==> src/rtl/ternary_pkg.sv <==
// Shared ternary datapath definitions: two-wire trit codes ({t0,t1}) and
// the receive-side deserializer state encoding.
package ternary_pkg;

  localparam logic [1:0] TRIT_ZERO = 2'b00;
  localparam logic [1:0] TRIT_ONE  = 2'b01;
  localparam logic [1:0] TRIT_TWO  = 2'b10;
  localparam logic [1:0] TRIT_BAD  = 2'b11;

  typedef enum logic {
    COLLECT = 1'b0,
    HOLD    = 1'b1
  } deser_state_t;

endpackage

==> src/rtl/trit_decode.sv <==
// Combinational two-wire trit decoder: {t0,t1} -> binary digit 0..2.
// The illegal code 11 decodes as digit 0 and raises o_invalid.
module trit_decode
  import ternary_pkg::*;
(
  input  logic       i_t0,
  input  logic       i_t1,
  output logic [1:0] o_digit,
  output logic       o_invalid
);

  always_comb begin
    o_digit   = 2'd0;
    o_invalid = 1'b0;
    case ({i_t0, i_t1})
      TRIT_ZERO: o_digit   = 2'd0;
      TRIT_ONE:  o_digit   = 2'd1;
      TRIT_TWO:  o_digit   = 2'd2;
      TRIT_BAD:  o_invalid = 1'b1;
      default:   o_digit   = 2'd0;
    endcase
  end

endmodule

==> src/rtl/ternary_word_deser.sv <==
// Reassembles NTRITS serial trits (MS trit first) into one unsigned binary
// word, with valid/ready on both sides and a sticky per-word error flag.
module ternary_word_deser
  import ternary_pkg::*;
#(
  parameter int NTRITS = 5,
  parameter int WIDTH  = 8
) (
  input  logic             clk,
  input  logic             rst_n,
  input  logic             sync_clr,
  input  logic             in_valid,
  output logic             in_ready,
  input  logic             t0,
  input  logic             t1,
  output logic             out_valid,
  input  logic             out_ready,
  output logic [WIDTH-1:0] out_data,
  output logic             out_err
);

  localparam int            CW   = $clog2(NTRITS + 1);
  localparam logic [CW-1:0] LAST = CW'(NTRITS - 1);

  // The largest word (3^NTRITS - 1) must fit in WIDTH bits.
  generate
    if (NTRITS < 1) begin : g_bad_ntrits
      $fatal(1, "ternary_word_deser: NTRITS must be >= 1");
    end
    if ((64'd3 ** NTRITS) > (64'd1 << WIDTH)) begin : g_bad_width
      $fatal(1, "ternary_word_deser: WIDTH too small for 3^NTRITS - 1");
    end
  endgenerate

  deser_state_t     r_state;
  deser_state_t     w_next_state;
  logic [WIDTH-1:0] r_acc;
  logic [WIDTH-1:0] w_acc_next;
  logic [CW-1:0]    r_cnt;
  logic [CW-1:0]    w_cnt_next;
  logic             r_err;
  logic             w_err_next;
  logic [1:0]       w_digit;
  logic             w_invalid;

  trit_decode u_trit_decode (
    .i_t0      (t0),
    .i_t1      (t1),
    .o_digit   (w_digit),
    .o_invalid (w_invalid)
  );

  always_ff @(posedge clk or negedge rst_n) begin
    if (!rst_n) begin
      r_state <= COLLECT;
      r_acc   <= '0;
      r_cnt   <= '0;
      r_err   <= 1'b0;
    end else begin
      r_state <= w_next_state;
      r_acc   <= w_acc_next;
      r_cnt   <= w_cnt_next;
      r_err   <= w_err_next;
    end
  end

  // sync_clr outranks every handshake, so a held word vanishes silently.
  always_comb begin
    w_next_state = r_state;
    w_acc_next   = r_acc;
    w_cnt_next   = r_cnt;
    w_err_next   = r_err;
    if (sync_clr) begin
      w_next_state = COLLECT;
      w_acc_next   = '0;
      w_cnt_next   = '0;
      w_err_next   = 1'b0;
    end else begin
      case (r_state)
        COLLECT: begin
          if (in_valid) begin
            w_acc_next = (r_acc << 1) + r_acc + WIDTH'(w_digit);
            w_err_next = r_err | w_invalid;
            if (r_cnt == LAST) begin
              w_next_state = HOLD;
              w_cnt_next   = '0;
            end else begin
              w_cnt_next = r_cnt + CW'(1);
            end
          end
        end
        HOLD: begin
          if (out_ready) begin
            w_next_state = COLLECT;
            w_acc_next   = '0;
            w_err_next   = 1'b0;
          end
        end
        default: w_next_state = COLLECT;
      endcase
    end
  end

  assign in_ready  = (r_state == COLLECT);
  assign out_valid = (r_state == HOLD);
  assign out_data  = r_acc;
  assign out_err   = r_err;

endmodule

==> config.mk <==
export PLATFORM = sky130hd
export DESIGN_NAME = ternary_word_deser
export DESIGN_NICKNAME = d
export VERILOG_FILES = /design/src/rtl/ternary_pkg.sv /design/src/rtl/trit_decode.sv /design/src/rtl/ternary_word_deser.sv
export SDC_FILE = /design/constraint.sdc
export NUM_CORES = 1
export LEC_CHECK = 0
export CORE_MARGIN = 1.5
export CORE_UTILIZATION = 40
export DETAILED_ROUTE_END_ITERATION = 12
export GPL_TIMING_DRIVEN = 0
export SETUP_SLACK_MARGIN = 0.15
export SLEW_MARGIN = 20
export SYNTH_ARGS = -nofsm -noshare
export SYNTH_HDL_FRONTEND = slang
export SYNTH_SLANG_ARGS = --single-unit
export TNS_END_PERCENT = 20
==> constraint.sdc <==
create_clock -name clk -period 3.6 [get_ports clk]
set_clock_uncertainty 0.05 [all_clocks]
set_input_delay 0.72 -clock clk [delete_from_list [all_inputs] [get_ports clk]]
set_output_delay 0.72 -clock clk [all_outputs]
set_load 0.01 [all_outputs]
==> results of run 1 <==
-- cell families (layout without fill, tap and decap cells) --
family	Yosys count	count (layout)	synth area share, %
buffers and inverters	7	27	2.871
DFF	13	13	33.94
muxes	1	1	1.044
adders and majority gates	16	16	22.45
AOI/OAI and AO/OA	23	23	18.02
and+or+nand+nor	27	27	16.19
xor gates and xnor gates	6	6	5.483
-- worst paths after layout --
path	start	endpoint	slack (ns)
worst min register to register	r_cnt[2]	r_cnt[2]	0.50
max in group asynchronous	rst_n	out_data[4]	2.35
worst min-delay path	r_cnt[2]	r_cnt[2]	0.50
worst max-delay path	t0	out_data[7]	0.57
min in group asynchronous	rst_n	out_data[2]	0.76
worst max register to register	out_data[0]	out_data[7]	1.09
-- per-layer routing --
| layer | global-route usage (%) | up-vias |
|---|---|---|
| met2 | 28.27 | 17 |
| met1 | 22.40 | 350 |
| li1 | - | 371 |
| met3 | 5.172 | 2 |
| met5 | 0 | - |
| met4 | 3.947 | 0 |
-- layout by cell type, fill, tap and decap left out, types with 2 or more instances in the layout --
cell type        instances
clkdlybuf4s50_1         16
ha_1                    14
dfrtp_1                 13
nand2_1                 12
inv_1                    6
o21ai_0                  6
xor2_1                   5
a21oi_1                  4
nor2_1                   3
a22o_1                   3
clkbuf_4                 3
nor2b_1                  2
nor2b_4                  2
nand2b_1                 2
a211oi_1                 2
fa_1                     2
-- power by group through the flow --
stage | logic, W | clock network (W) | registers, W
4_1_cts | 0.0000854 | 0.0000976 | 0.000162
2_1_floorplan | 0.0000474 | 0 | 0.000166
3_3_place_gp | 0.0000815 | 0 | 0.000165
3_5_place_dp | 0.0000857 | 0 | 0.000165
5_1_grt | 0.0000955 | 0.000104 | 0.000164
6_report | 0.0000835 | 0.0000952 | 0.000162
-- sequential cells by signal, indices dropped and copies added (netlist names) --
register,cells
out_err,1
out_valid,1
out_data,8
r_cnt,3
-- stage by stage --
stage	setup WS, ns	cells
2_1_floorplan	0.8566	93
3_3_place_gp	0.2848	137
3_5_place_dp	0.2668	137
4_1_cts	0.5537	141
5_1_grt	0.3636	141
6_report	0.5673	141
-- critical path: stages --
cell	delay, ns
clkdlybuf4s50_1	0.43
nor2b_1	0.16
fa_1	0.48
ha_1	0.16
inv_1	0.05
fa_1	0.43
nor2b_4	0.15
o2111ai_2	0.11
nand4b_2	0.13
mux2i_1	0.20
o211ai_1	0.10
-- final cells by class --
class | instances | share of cell area, %
Clock buffer | 3 | 1.907
Inverter | 6 | 1.907
Sequential cell | 13 | 27.54
Buffer | 1 | 0.4237
Timing Repair Buffer | 16 | 13.56
Multi-Input combinational cell | 73 | 51.27
Tap cell | 28 | 2.966
Clock inverter | 1 | 0.4237
-- synth_stat cells (2+ instances only) --
cell type and instances:
inv_1 6, a21oi_1 4, o21ai_0 6, nand2_1 12, nor2_1 3, nor2b_1 2, nor2b_4 2, ha_1 14
xor2_1 5, nand2b_1 2, dfrtp_1 13, a22o_1 3, a211oi_1 2, fa_1 2
==> metrics.txt, run 1 <==
Setup CP Type=primary input to flop; core area=2233 um2; Final Critical Period=3.033 ns; clock share of power=27.9%; post-synthesis sequential element count=13; met2 WL post-DR=900 um; reg2reg path depth=9; post-route ant nets=0; WL per Instance=13.50 um; Final setup viols=0; cells after synthesis=93; postcts setup bufs=0; Synth area leaders=dfrtp_1, ha_1, nand2_1, xor2_1, fa_1; Port Buffers=16; CP endpoint kind=flop; Top Metal Used=met4; WL met3=65 um; FF+latch area=325.3 um2; later-pin clock latency in the skew report=0.28 ns; status=finished, final reports clean; Remaining DRCs=0; first-pass GRT wire length=3408 um; syn nets=116; via count=740; Main synth FF type=dfrtp_1; share of layout cells above drive strength 1=8.850%; final instance area=1181 um2; post-cts resize count=0; wl on met1=927 um; Hold Vio Cnt, Final=0; H-tree Lvls=1; hold path cells=2; MaxCap Viol Count=0; remaining global-route overflow=0; switch share=30.87%; Worst Path Arrival=3.14 ns; die width=51.95 um; initial antenna violation count=0; Via density=5.248; internal power=0.0002357 W; die area=2699 um2; vias in the first global route=761; top-area cell type share of the netlist area=33.94%; Global Route Usage Sum=17.31%; site row count=17; Reg power frac=47.6%; WHS=0.5019 ns; CTS clock-pin slew for the worst setup and hold paths=0.08 ns; Sink Count=13; Gate power share=24.5%; Iteration-0 DRC Markers=16; Mean Syn Cell Area=10.31 um2; Max VDD drop=0.1758 mV; chip height=51.95 um; multi-input logic area=605.6 um2; nets=137; Yosys cell types=31; Final TNS setup=0 ns; clk buf depth=2; Crit Path Max Fanout=3; switching power=0.0001053 W; Post-Syn Area=958.4 um2; Post-synth EDFFs=0; Post-DP Area=1154 um2; max-slew violation count=0; routability congestion estimate=0.6927; Hold Crit Class=flop to flop; Fillers=216; measured slew at the worst slew-check pin=0.6041 ns; DR pass1 iterations=4; CP Data Required Time=3.71 ns; post-DP HPWL=1507 um; total power=0.0003410 W; largest net degree at the start of global routing=14; sequential cell area fraction in the yosys report=33.94%; CTS tree=yes; Yosys warning count=0; Antenna Cells=0; Starting Density=42.91%; static leakage=0.5596 nW; Async S/R FF share, synth=100.0%; WL final=1904 um; fin crit share=84.24%; Startpoint Class=primary input; Slew HR=59.60%; I/O pin cnt=18; Area Growth Syn to Fin=23.24%; cell accounting for the most synthesized area=dfrtp_1; Clock Tree Root=clkbuf_4; Num CTS Buffers=3; Power Dens Cells=288.7 nW/um2; max frequency=329.7 MHz; Core Util, Final=52.89%; Hold-fix buffers, CTS=0; RSZ-0062 raised after global routing=false
No activity file was read; power rests on OpenSTA's default activity.
==> run 2, diff against run 1 <==
Settings changed: PLACE_DENSITY set to 0.66.
Clock period 3.6 ns to 2.65 ns, I/O delays scaled along.
==> metrics.txt, run 2 (same netlist as run 1, synthesis figures left out) <==
Startpoint Class=primary input; chip height=51.95 um (unchanged); Final setup viols=0 (unchanged); CP endpoint kind=flop; I/O pin cnt=18 (unchanged); routability congestion estimate=0.7298 (+5.4%); RSZ-0062 raised after global routing=true; Remaining DRCs=0 (unchanged); pre-CTS setup slack=-0.4780 ns (-0.7448 ns); remaining global-route overflow=0 (unchanged); Num CTS Buffers=3 (unchanged); DR pass1 iterations=4 (unchanged); max-slew violation count=0 (unchanged); Clock Tree Root=clkbuf_4; Iteration-0 DRC Markers=9 (-7); post-DP HPWL=1518 um (+0.71%); r2r endpoint=out_data[7]; non-filler cells, final=145 (+2.8%); CTS clock-pin slew for the worst setup and hold paths=0.08 ns (about the same); hold endpoint=r_cnt[2]; switching power=0.0001388 W (+32%); CTS tree=yes; most common cell after layout, fill and taps aside=clkdlybuf4s50_1; Crit Path Max Fanout=2 (-1); largest net degree at the start of global routing=14 (unchanged); initial antenna violation count=0 (unchanged); share of layout cells above drive strength 1=17.09% (+8.2 points); WL per Instance=13.43 um (-0.56%); fin crit share=93.51%; first-pass GRT wire length=3519 um (+3.3%); Core Util, Final=55.52% (+2.6 points); Reg2Reg Launch Point=out_data[1]; hold path cells=2 (unchanged); Antenna Cells=0 (unchanged); Largest register FFs=8 (unchanged); measured slew at the worst slew-check pin=0.5880 ns (-0.01616 ns); Inst Count DP=137 (unchanged); internal power=0.0003259 W (+38%); final setup margin=0.1720 ns (-0.3953 ns); post-route ant nets=0 (unchanged); Worst Path Arrival=2.59 ns (-0.55 ns); CP Data Required Time=2.76 ns (-0.95 ns); WHS=0.4961 ns (-0.005753 ns); R2R Setup Slk=0.21 ns (-0.88 ns); reg2reg path depth=9 (unchanged); Final Critical Period=2.478 ns; Hold Vio Cnt, Final=0 (unchanged); clk buf depth=2 (unchanged); site row count=17 (unchanged); die area=2699 um2 (unchanged); H-tree Lvls=1 (unchanged); Hold Crit Class=flop to flop; Gate power share=25.6% (+1.1 points); status=finished, final reports clean; Max VDD drop=0.2852 mV (+62%); Reg power frac=47.5% (about the same); clock share of power=26.9% (-1.0 points); nets=141 (+2.9%); Power Dens Cells=374.8 nW/um2 (+30%); die width=51.95 um (unchanged); core area=2233 um2 (unchanged); Sink Count=13 (unchanged); MaxCap Viol Count=0 (unchanged); static leakage=0.5848 nW (+4.5%); switch share=29.86% (-1.0 points); Setup CP Type=primary input to flop; Via density=5.310 (+1.2%); Area Growth Syn to Fin=29.37%; via count=770 (+4.1%); vias in the first global route=760 (-0.13%); max frequency=403.6 MHz; Final TNS setup=0 ns (unchanged); Port Buffers=16 (unchanged); Global Route Usage Sum=17.99% (+0.68 points); commonest non-fill, non-tap cells in the layout=clkdlybuf4s50_1, ha_1, nand2_1, dfrtp_1, o21ai_0; WL final=1947 um (+2.3%); Starting Density=42.91% (unchanged); Min-Delay Startpoint=r_cnt[2]; later-pin clock latency in the skew report=0.28 ns (about the same); Slew HR=60.68% (+1.1 points)
run 2: layout make-up:
cell class	instances	area [um2]
inverters	6	22.52
fillers	212	993.5
multi-input cells	73	638.1
clock buffers	4	26.28
repair buffers	20	186.4
flip-flops and latches	13	326.6
plain buffers	1	5.005
well taps	28	35.03
run 2: metrics by stage:
stage	area (um2)	power, W
after global routing	1240	0.0004960
final	1240	0.0004647
after floorplan	960.9	0.0002910
after CTS	1220	0.0004721
after detailed placement	1156	0.0003399
after global placement	1156	0.0003344
run 2: what timing repair did:
item | CTS | global route
resized for setup | 14 | 2
gates cloned | 0 | 0
setup endpoints to repair | 4 | 1
setup buffers | 3 | 1
pin swaps | 6 | 5
hold buffers | 0 | 0
run 2: worst max-delay path by stage:
stage | startpoint | endpoint | slack, ns | depth (start not counted)
global placement | t0 | out_data[7] | -0.40 | 11
floorplan | t0 | out_data[7] | 0.16 | 10
CTS | t0 | out_data[7] | 0.14 | 11
detailed placement | t0 | out_data[7] | -0.48 | 11
finish | t0 | out_data[7] | 0.17 | 11
global route | t0 | out_data[7] | 0.08 | 11
run 2: routing by layer:
metal  vias up  GRT usage (%)  share of wire [%]
li1        381              -                  -
met1       371          22.63                 45
met2        18          31.01                 51
met3         0          4.310                3.6
met4         0          3.947                  0
met5         -              0                  0
run 2: power by group through the flow:
stage	Clock [W]	Sequential [W]	Combinational [W]
after floorplan	0	0.000226	0.0000650
final	0.000125	0.000221	0.000119
after detailed placement	0	0.000225	0.000115
after global placement	0	0.000224	0.000110
after CTS	0.000133	0.000221	0.000118
after global routing	0.000138	0.000223	0.000136
run 2: critical path, stage by stage:
cell and delay (ns):
buf_6 0.09, nor2b_4 0.12, fa_1 0.54, ha_2 0.19, inv_2 0.04, fa_2 0.36
nor2b_4 0.17, o2111ai_4 0.13, nand4b_4 0.12, mux2i_1 0.19, o211ai_1 0.10
